<file path="config.mk">
export PLATFORM = sky130hd
export DESIGN_NAME = gost_round_ctrl
export DESIGN_NICKNAME = d
export VERILOG_FILES = /design/src/rtl/gost_pkg.sv /design/src/rtl/gost_key_sel.sv /design/src/rtl/gost_round_ctrl.sv
export SDC_FILE = /design/constraint.sdc
export NUM_CORES = 1
export LEC_CHECK = 0
export ABC_CLOCK_PERIOD_IN_PS = 3000
export CAP_MARGIN = 5
export CELL_PAD_IN_SITES_DETAIL_PLACEMENT = 1
export CELL_PAD_IN_SITES_GLOBAL_PLACEMENT = 1
export CORE_ASPECT_RATIO = 2
export CORE_MARGIN = 2
export CORE_UTILIZATION = 37
export CTS_CLUSTER_SIZE = 25
export DETAILED_ROUTE_END_ITERATION = 10
export PLACE_DENSITY = 0.92
export SLEW_MARGIN = 20
export SYNTH_ARGS = -nofsm -noshare
export SYNTH_HDL_FRONTEND = slang
export SYNTH_SLANG_ARGS = --single-unit
</file>
<file path="constraint.sdc">
create_clock -name iclk -period 3 [get_ports iclk]
set_input_delay 0.6 -clock iclk [delete_from_list [all_inputs] [get_ports iclk]]
set_output_delay 0.6 -clock iclk [all_outputs]
set_load 0.01 [all_outputs]
</file>
<file path="src/rtl/gost_pkg.sv">
// Shared constants, FSM encodings and key-schedule helper for the Magma
// (GOST R 34.12-2015, 64-bit) round sequencer.
package gost_pkg;

  localparam int GOST_ROUNDS = 32;
  localparam int KEY_W       = 256;
  localparam int BLK_W       = 64;
  localparam int RKEY_W      = 32;
  localparam int NUM_KEYS    = KEY_W / RKEY_W;
  localparam int CNT_W       = 5;

  typedef logic [2:0] state_t;

  localparam state_t ST_IDLE   = 3'd0;
  localparam state_t ST_LOAD   = 3'd1;
  localparam state_t ST_RSTART = 3'd2;
  localparam state_t ST_RWAIT  = 3'd3;
  localparam state_t ST_FIN    = 3'd4;

  // Rounds before the split walk k1..k8 forwards, the rest walk k8..k1.
  // Encryption splits after round 24, decryption after round 8.
  function automatic logic [2:0] key_idx(input logic [CNT_W-1:0] cnt,
                                         input logic             dec);
    logic [CNT_W-1:0] split;
    split = dec ? CNT_W'(8) : CNT_W'(24);
    return (cnt < split) ? cnt[2:0] : (3'd7 - cnt[2:0]);
  endfunction

endpackage

</file>
<file path="src/rtl/gost_key_sel.sv">
// Combinational round-key selector: picks the 32-bit subkey for a round
// from the latched 256-bit key, round counter and direction.
module gost_key_sel
  import gost_pkg::*;
(
  input  logic [CNT_W-1:0]  cnt_i,
  input  logic              enc_dec_i,
  input  logic [KEY_W-1:0]  key_i,
  output logic [RKEY_W-1:0] rkey_o
);

  logic [RKEY_W-1:0] words [NUM_KEYS];
  logic [2:0]        idx;

  // k1 is the most significant word of the key.
  always_comb begin
    for (int w = 0; w < NUM_KEYS; w++) begin
      words[w] = key_i[KEY_W-1-RKEY_W*w -: RKEY_W];
    end
    idx    = key_idx(cnt_i, enc_dec_i);
    rkey_o = words[idx];
  end

endmodule

</file>
<file path="src/rtl/gost_round_ctrl.sv">
// Magma round sequencer: latches key/block/mode on a start edge, drives an
// external round instance for 32 rounds, then undoes the last swap.
module gost_round_ctrl
  import gost_pkg::*;
#(
  parameter int ROUNDS      = 32,
  parameter int TIMEOUT_CYC = 0
)(
  input  logic              iclk,
  input  logic              irst,
  input  logic              istart,
  input  logic              ienc_dec,
  input  logic [KEY_W-1:0]  ikey,
  input  logic [BLK_W-1:0]  iblock,
  output logic [BLK_W-1:0]  oblock,
  output logic              odone,
  output logic              obusy,
  output logic              oerr,
  output logic              oround_start,
  output logic [BLK_W-1:0]  oround_block,
  output logic [RKEY_W-1:0] oround_key,
  input  logic [BLK_W-1:0]  iround_block,
  input  logic              iround_done
);

  if (ROUNDS != GOST_ROUNDS) begin : g_rounds_chk
    $error("gost_round_ctrl: ROUNDS must be 32");
  end

  localparam int WCNT_W = (TIMEOUT_CYC > 1) ? $clog2(TIMEOUT_CYC) : 1;
  localparam logic [WCNT_W-1:0] WCNT_MAX =
    WCNT_W'((TIMEOUT_CYC > 0) ? (TIMEOUT_CYC - 1) : 0);
  localparam logic [CNT_W-1:0]  LAST_RND = CNT_W'(ROUNDS - 1);

  state_t            state_q, state_d;
  logic [CNT_W-1:0]  cnt_q, cnt_d;
  logic [WCNT_W-1:0] wcnt_q, wcnt_d;
  logic              istart_q;
  logic              start_edge;
  logic [KEY_W-1:0]  key_q, key_d;
  logic              dec_q, dec_d;
  logic [BLK_W-1:0]  blk_q, blk_d;
  logic [BLK_W-1:0]  oblock_q, oblock_d;
  logic              odone_q, odone_d;
  logic              oerr_q, oerr_d;

  assign start_edge = istart & ~istart_q;

  always_comb begin
    state_d  = state_q;
    cnt_d    = cnt_q;
    wcnt_d   = wcnt_q;
    key_d    = key_q;
    dec_d    = dec_q;
    blk_d    = blk_q;
    oblock_d = oblock_q;
    odone_d  = 1'b0;
    oerr_d   = 1'b0;
    case (state_q)
      ST_IDLE: begin
        if (start_edge) begin
          key_d   = ikey;
          dec_d   = ienc_dec;
          blk_d   = iblock;
          cnt_d   = '0;
          state_d = ST_LOAD;
        end
      end
      ST_LOAD: begin
        state_d = ST_RSTART;
      end
      ST_RSTART: begin
        wcnt_d  = '0;
        state_d = ST_RWAIT;
      end
      ST_RWAIT: begin
        // A round completion takes priority over a timeout on the same cycle.
        if (iround_done) begin
          blk_d = iround_block;
          if (cnt_q == LAST_RND) begin
            state_d = ST_FIN;
          end else begin
            cnt_d   = cnt_q + 1'b1;
            state_d = ST_RSTART;
          end
        end else if ((TIMEOUT_CYC != 0) && (wcnt_q == WCNT_MAX)) begin
          oerr_d  = 1'b1;
          state_d = ST_IDLE;
        end else begin
          wcnt_d = wcnt_q + 1'b1;
        end
      end
      ST_FIN: begin
        // The round instance always swaps halves; the 32nd round must not.
        oblock_d = {blk_q[31:0], blk_q[63:32]};
        odone_d  = 1'b1;
        state_d  = ST_IDLE;
      end
      default: begin
        state_d = ST_IDLE;
      end
    endcase
  end

  always_ff @(posedge iclk) begin
    if (!irst) begin
      state_q  <= ST_IDLE;
      cnt_q    <= '0;
      wcnt_q   <= '0;
      istart_q <= 1'b0;
      key_q    <= '0;
      dec_q    <= 1'b0;
      blk_q    <= '0;
      oblock_q <= '0;
      odone_q  <= 1'b0;
      oerr_q   <= 1'b0;
    end else begin
      state_q  <= state_d;
      cnt_q    <= cnt_d;
      wcnt_q   <= wcnt_d;
      istart_q <= istart;
      key_q    <= key_d;
      dec_q    <= dec_d;
      blk_q    <= blk_d;
      oblock_q <= oblock_d;
      odone_q  <= odone_d;
      oerr_q   <= oerr_d;
    end
  end

  gost_key_sel u_key_sel (
    .cnt_i     (cnt_q),
    .enc_dec_i (dec_q),
    .key_i     (key_q),
    .rkey_o    (oround_key)
  );

  assign oround_start = (state_q == ST_RSTART);
  assign oround_block = blk_q;
  assign obusy        = (state_q != ST_IDLE);
  assign oblock       = oblock_q;
  assign odone        = odone_q;
  assign oerr         = oerr_q;

endmodule

</file>
# [Word level (Yosys, flattened, before mapping)]
# Index checks and enable logic that the tools add are counted.
# W data, S select, Z words.
[word_totals] register_bits=395 latchBits=0 mem_bits_rw=0 romBits=0 output_inout_bits=164 word_cells=47 mem_count=0
[op_classes] addsub=2 n_mul=0 n_div=0 n_lt_le_gt_ge=2 n_eq_ne=8 shifts=0 mux=17 bitwise_logic=3 n_reduce_logical=7
[ops] operator="$mux W64" n=2
[ops] operator="$pmux W64 S2" n=1
[ops] operator="$bmux W32 S3" n=1
[ops] operator="$mux W32" n=2
[ops] operator="$mux W5" n=4
[ops] operator="$mux W3" n=4
[ops] operator="$pmux W3 S4" n=1
[ops] operator="$pmux W5 S2" n=1
[ops] operator="$eq A3 B2 Y1 const B" n=2
[ops] operator="$ne A2 B2 Y1 const B" n=3
[ops] operator="$add A5 B1 Y5 const B" n=1
[ops] operator="$eq A5 B5 Y1 const B" n=1
[ops] operator="$lt A5 B5 Y1" n=1
[ops] operator="$ge A4 B4 Y1 const B" n=1
[ops] operator="$not A3 Y4" n=1
[ops] operator="$reduce_and A2 Y1" n=2
[ops] operator="$reduce_and A4 Y1" n=1
[ops] operator="$eq A3 B1 Y1 const B" n=1
[ops] operator="$eq A3 B3 Y1 const B" n=1
[ops] operator="$logic_not A3 Y1" n=1
[ops] operator="$reduce_and A3 Y1" n=1
[ops] operator="$reduce_bool A3 Y1" n=1
[ops] operator="$sub A3 B3 Y3 const A" n=1
[ops] operator="$reduce_bool A2 Y1" n=1
[ops] operator="3 further kinds" n=3

# [Longest topological paths before layout]
[depth] word_depth=7 ltp_mapped=9 ltp_nobuf=7

# [By module]
# Synthesis repeated with hierarchy kept, for this count alone.
[hier_totals] cells_unflattened=2541 hier_area_um2=19648.8
[modules_own_cells] mod="gost_round_ctrl" instances=1 cells_per_inst=1809 area_per_inst_um2=14606.5 seq_area_each_um2=7907.6
[modules_own_cells] mod="gost_key_sel" instances=1 cells_per_inst=732 area_per_inst_um2=5042.3 seq_area_each_um2=0.0

# [Worst setup path after synthesis]
# No wires, ideal clock.
[synth_path] path_type="reg2out" startpoint="reg cnt_q[4]" endpoint="out oround_key[3]" arrival_time_ns=1.875 required_time_ns=2.400 slack_ns=0.525 path_stages_with_launch=9 path_buffers=3 cell_sequence="dfxtp_1 ha_1 a21o_2 buf_6 and2_1 clkbuf_2 buf_2 a222oi_1 o311ai_1"
[synth_via] elab_chain_len=6
[synth_rtl] element="from (decl)" line="gost_round_ctrl.sv:36" rtl="logic [CNT_W-1:0] cnt_q, cnt_d;"
[synth_rtl] element="from (signal assigned)" line="gost_round_ctrl.sv:119" rtl="cnt_q <= cnt_d;"
[synth_rtl] element="$lt A5 B5 Y1" line="gost_pkg.sv:26" rtl="return (cnt < split) ? cnt[2:0] : (3'd7 - cnt[2:0]);"
[synth_rtl] element="$mux W3" line="gost_pkg.sv:26"
[synth_rtl] element="$not A3 Y4 (not written as such)" line="gost_key_sel.sv:21" rtl="rkey_o = words[idx];"
[synth_rtl] element="$bmux W32 S3" line="gost_key_sel.sv:21"
[synth_rtl] element="$mux W32 (not written as such) (2 in series)" line="gost_key_sel.sv:21"
[synth_rtl] element="to (decl)" line="gost_round_ctrl.sv:21" rtl="output logic [RKEY_W-1:0] oround_key,"
# Every way passes these cells. The select of a mux whose other input is x is not followed.

# [Worst setup path in the final report]
[layout_path] startpoint="reg dec_q" endpoint="out oround_key[30]"
[layout_via] elab_chain_len=7
[layout_rtl] element="from (decl)" line="gost_round_ctrl.sv:41" rtl="logic dec_q, dec_d;"
[layout_rtl] element="from (signal assigned)" line="gost_round_ctrl.sv:112" rtl="dec_q <= 1'b0;"
[layout_rtl] element="from (signal assigned)" line="gost_round_ctrl.sv:123" rtl="dec_q <= dec_d;"
[layout_rtl] element="$mux W5" line="gost_pkg.sv:25" rtl="split = dec ? CNT_W'(8) : CNT_W'(24);"
[layout_rtl] element="$lt A5 B5 Y1" line="gost_pkg.sv:26"
[layout_rtl] element="$mux W3" line="gost_pkg.sv:26"
[layout_rtl] element="$not A3 Y4 (not written as such)" line="gost_key_sel.sv:21"
[layout_rtl] element="$bmux W32 S3" line="gost_key_sel.sv:21"
[layout_rtl] element="$mux W32 (not written as such) (2 in series)" line="gost_key_sel.sv:21"
# Every way passes these cells. The select of a mux whose other input is x is not followed.

==> summary.txt <==
Layout
  – Multi-input logic area: 0.0119 mm2
  – Nets: 3286
  – Highest-count cells in the layout ignoring fill and taps: nand2_1 (609), clkdlybuf4s50_1 (518), dfxtp_1 (390), nand2_2 (201), a21boi_2 (200)
  – Post-synthesis to final-layout area growth: 38.3%
  – Fraction of layout cells with a size suffix above 1: 24.4%
  – Most common cell after layout, fill and taps aside: nand2_1
  – Sequential Area: 0.00792 mm2
  – Final instance area: 0.0292 mm2
  – Fillers: 6395

STA
  – Setup repair after global routing missed its margin: true
  – Slew margin rel.: 60.8%
  – Final setup fails: 32
  – Final hold viol count: 0
  – Fin crit period: 3.40 ns
  – Crit path setup slack, layout: -0.403 ns
  – Final worst-path cycle share: 113%
  – Post-route clock skew: 0.0156 ns
  – Worst slew pin tran: 0.588 ns
  – Final TNS setup: -9.66 ns
  – Fin Hold WS: 0.466 ns
  – Final count of pins violating max slew: 0
  – Max Clk Rate: 0.294 GHz

Global route
  – Global-route wire length before repair: 140000 um
  – Number of global-route vias before repair: 22200
  – Number of antenna violations at the first check in global routing: 25
  – Gr ovfl total: 0
  – Global router's overall resource usage: 31.2%
  – Pin count of the biggest net entering global routing: 116

Critical path
  – Critical Path Source Type: flop
  – CP max FO: 5
  – Worst setup slack for register-to-register paths: 0.84 ns
  – Critical path arrival: 2.80 ns
  – Data required time at the worst endpoint: 2.40 ns
  – Worst Path Class, Setup: reg2out
  – R2r endpoint: cnt_q[3]
  – Startpoint of the worst-slack reg-to-reg timing path: cnt_q[1]
  – Kind of end point of the critical path: output port
  – Depth of the worst register-to-register path: 7

Floorplan
  – Horizontal die dimension: 173 um
  – I/O pin cnt: 553
  – DIE AREA: 0.0591 mm2
  – Die H: 342 um
  – Initial Utilization: 37.5%
  – Core region area: 0.0563 mm2
  – FP Rows: 123

Placed design
  – Weighted congestion at the end of routability-driven global placement: 0.923
  – Port Buffers: 551
  – Cell area after placement: 0.0275 mm2
  – Detailed-placement wirelength estimate: 72200 um
  – Worst setup slack before clock tree synthesis: -0.297 ns

Clock network
  – CTS sink count: 395
  – Clock tree from TritonCTS: yes
  – Number of H-tree levels: 2
  – Source-to-sink clock delay at the later pin of the worst-skew pair: 0.57 ns
  – Post-CTS Hold Buffers: 0
  – CTS buffer count: 39
  – Clock tree root buffer cell: clkbuf_16
  – Clock-pin transition on the worst setup and hold timing paths: 0.07 ns
  – CTS max path bufs: 3

Route
  – Total number of vias: 20300
  – TritonRoute pass-1 iters: 5
  – Number of violations reported at the end of detailed-routing iteration 0: 1167
  – Wire length per cell after detailed routing: 25.6 um
  – DRC errors left: 0
  – Vias per cell: 5.51
  – Total wire length: 94600 um
  – ANT nets after route: 0

Power and ir drop
  – Switching power: 0.00389 W
  – Part of the power in combinational logic: 19.0%
  – Proportion of total power due to net switching: 28.6%
  – Maximum VDD drop: 0.433 mV
  – Sequential cell fraction of total power: 43.5%
  – Clock group share of total power: 37.5%
  – Leak pwr: 11.1 nW
  – Power Total: 0.0136 W
  – Cell area power density: 466 mW/mm2
  – Pint: 0.00971 W

Logic synthesis
  – Post-synthesis cell type count: 56
  – Post-synthesis cell count: 2376
  – Count of state elements after synthesis: 395
  – Post-synthesis average cell area: 8.89 um2
  – Post-synthesis instance area: 0.0211 mm2
  – Count of warnings emitted by yosys: 0
  – Net count after synthesis: 2768
  – Sequential fraction of the synthesis area: 37.4%

Hold path
  – Worst hold stages: 2
  – Path category of the worst min-delay check: reg2reg
  – Worst hold path endpoint: oblock[15]
  – Hold Crit Start: oblock[15]

Job
  – Count of max-cap constraint violations: 0

Status
  – Run status: finished with violations
  – Violated checks: setup timing
-- sequential cells by signal, summed over array words and instances, names as in the netlist --
| signal | count |
|---|---|
| dec_q | 1 |
| oround_block | 64 |
| cnt_q | 5 |
| state_q | 3 |
| oblock | 64 |
| istart_q | 1 |
| key_q | 256 |
| odone | 1 |
-- cell usage after synthesis (all sizes together) --
master	instances	area share, %
ha	3	0.18
or4	1	0.036
mux2	24	1.3
nand4b	1	0.041
o211ai	18	0.64
nor4b	1	0.071
a211o	1	0.041
or3	1	0.053
a21boi	322	15
a211oi	2	0.071
a221o	23	1.1
nand2b	35	1.0
clkbuf	89	1.6
inv	25	0.44
a21oi	50	1.2
and2	5	0.15
nor2b	5	0.16
a32o	1	0.047
buf	125	5.6
a22o	1	0.041
o21bai	2	0.071
and4	8	0.33
o2bb2ai	1	0.041
o311ai	23	0.95
o21a	1	0.036
o21ai	49	1.2
a22oi	26	0.92
nand3b	18	0.64
mux2i	137	6.5
mux4	2	0.21
dfxtp	395	37
and3	5	0.15
nor3	25	0.59
o32ai	1	0.077
a222oi	23	1.1
conb	1	0.018
nand3	2	0.047
xnor2	2	0.083
nand2	810	17
a221oi	8	0.33
o211a	64	3.0
o21ba	1	0.047
nor2	37	0.66
a21o	1	0.041
nor3b	1	0.036
-- critical path: stages (launching register included) --
cell and delay, ns:
dfxtp_2 0.34, ha_4 0.25, buf_6 0.13, a21oi_4 0.20, buf_12 0.14, buf_4 0.10
buf_8 0.10, xnor2_4 0.13, clkbuf_16 0.18, o211ai_1 0.07, o211ai_1 0.37, buf_2 0.21
-- power by group through the flow --
stage,registers [W],clock network (W),logic [W]
global placement,0.00599,0,0.00247
floorplan,0.00592,0,0.00136
global route,0.00595,0.00536,0.00274
CTS,0.00591,0.00518,0.00258
detailed placement,0.00602,0,0.00254
finish,0.00592,0.00510,0.00258
-- kinds of logic (layout without fill, tap and decap cells) --
family	Yosys count	count (layout)	share of synthesized area, %
other	1	18	0.0178
multiplexers	163	163	7.99
AO/OA/AOI/OAI	618	618	25.9
AND/OR/NAND/NOR	955	955	20.8
buffers and inverters	239	787	7.58
XOR/XNOR	2	2	0.0830
flip-flops	395	395	37.4
adder cells (fa/ha/maj)	3	3	0.178
-- layout make-up --
class	count	share of cell area (%)
clock buffers	56	3.87
multi-input cells	1742	40.9
clock inverters	15	0.535
diodes	17	0.146
inverters	25	0.321
flip-flops and latches	395	27.1
repair buffers	691	24.0
well taps	750	3.21
-- worst max-delay path by stage --
stage | start | endpoint | cells past startpoint
final | dec_q | oround_key[30] | 11
after global routing | dec_q | oround_key[8] | 10
after CTS | dec_q | oround_key[3] | 9
after detailed placement | cnt_q[4] | oround_key[21] | 8
after global placement | cnt_q[4] | oround_key[21] | 8
after floorplan | cnt_q[4] | oround_key[3] | 8
-- per-stage QoR --
step	util (%)	std cells
after CTS	51.7	3675
final	51.9	3691
after global placement	48.8	3588
after detailed placement	48.8	3588
after floorplan	-	2376
after global routing	51.9	3690
-- layer usage --
metal	track usage (%)	vias up	share of wire (%)	wire length (um)
li1	-	9212	-	-
met1	29.6	10000	33	31000
met2	58.1	821	52	49600
met3	7.57	259	6.8	6390
met4	22.4	14	8.0	7560
met5	0	-	0.11	101
-- what timing repair did --
action	in CTS	in global routing
endpoints found under the hold margin	0	0
setup buffers	22	2
setup endpoints to repair	32	32
gates cloned	3	0
pin swaps	39	23
resized for setup	178	18
Power figures use the tool's default switching activity.
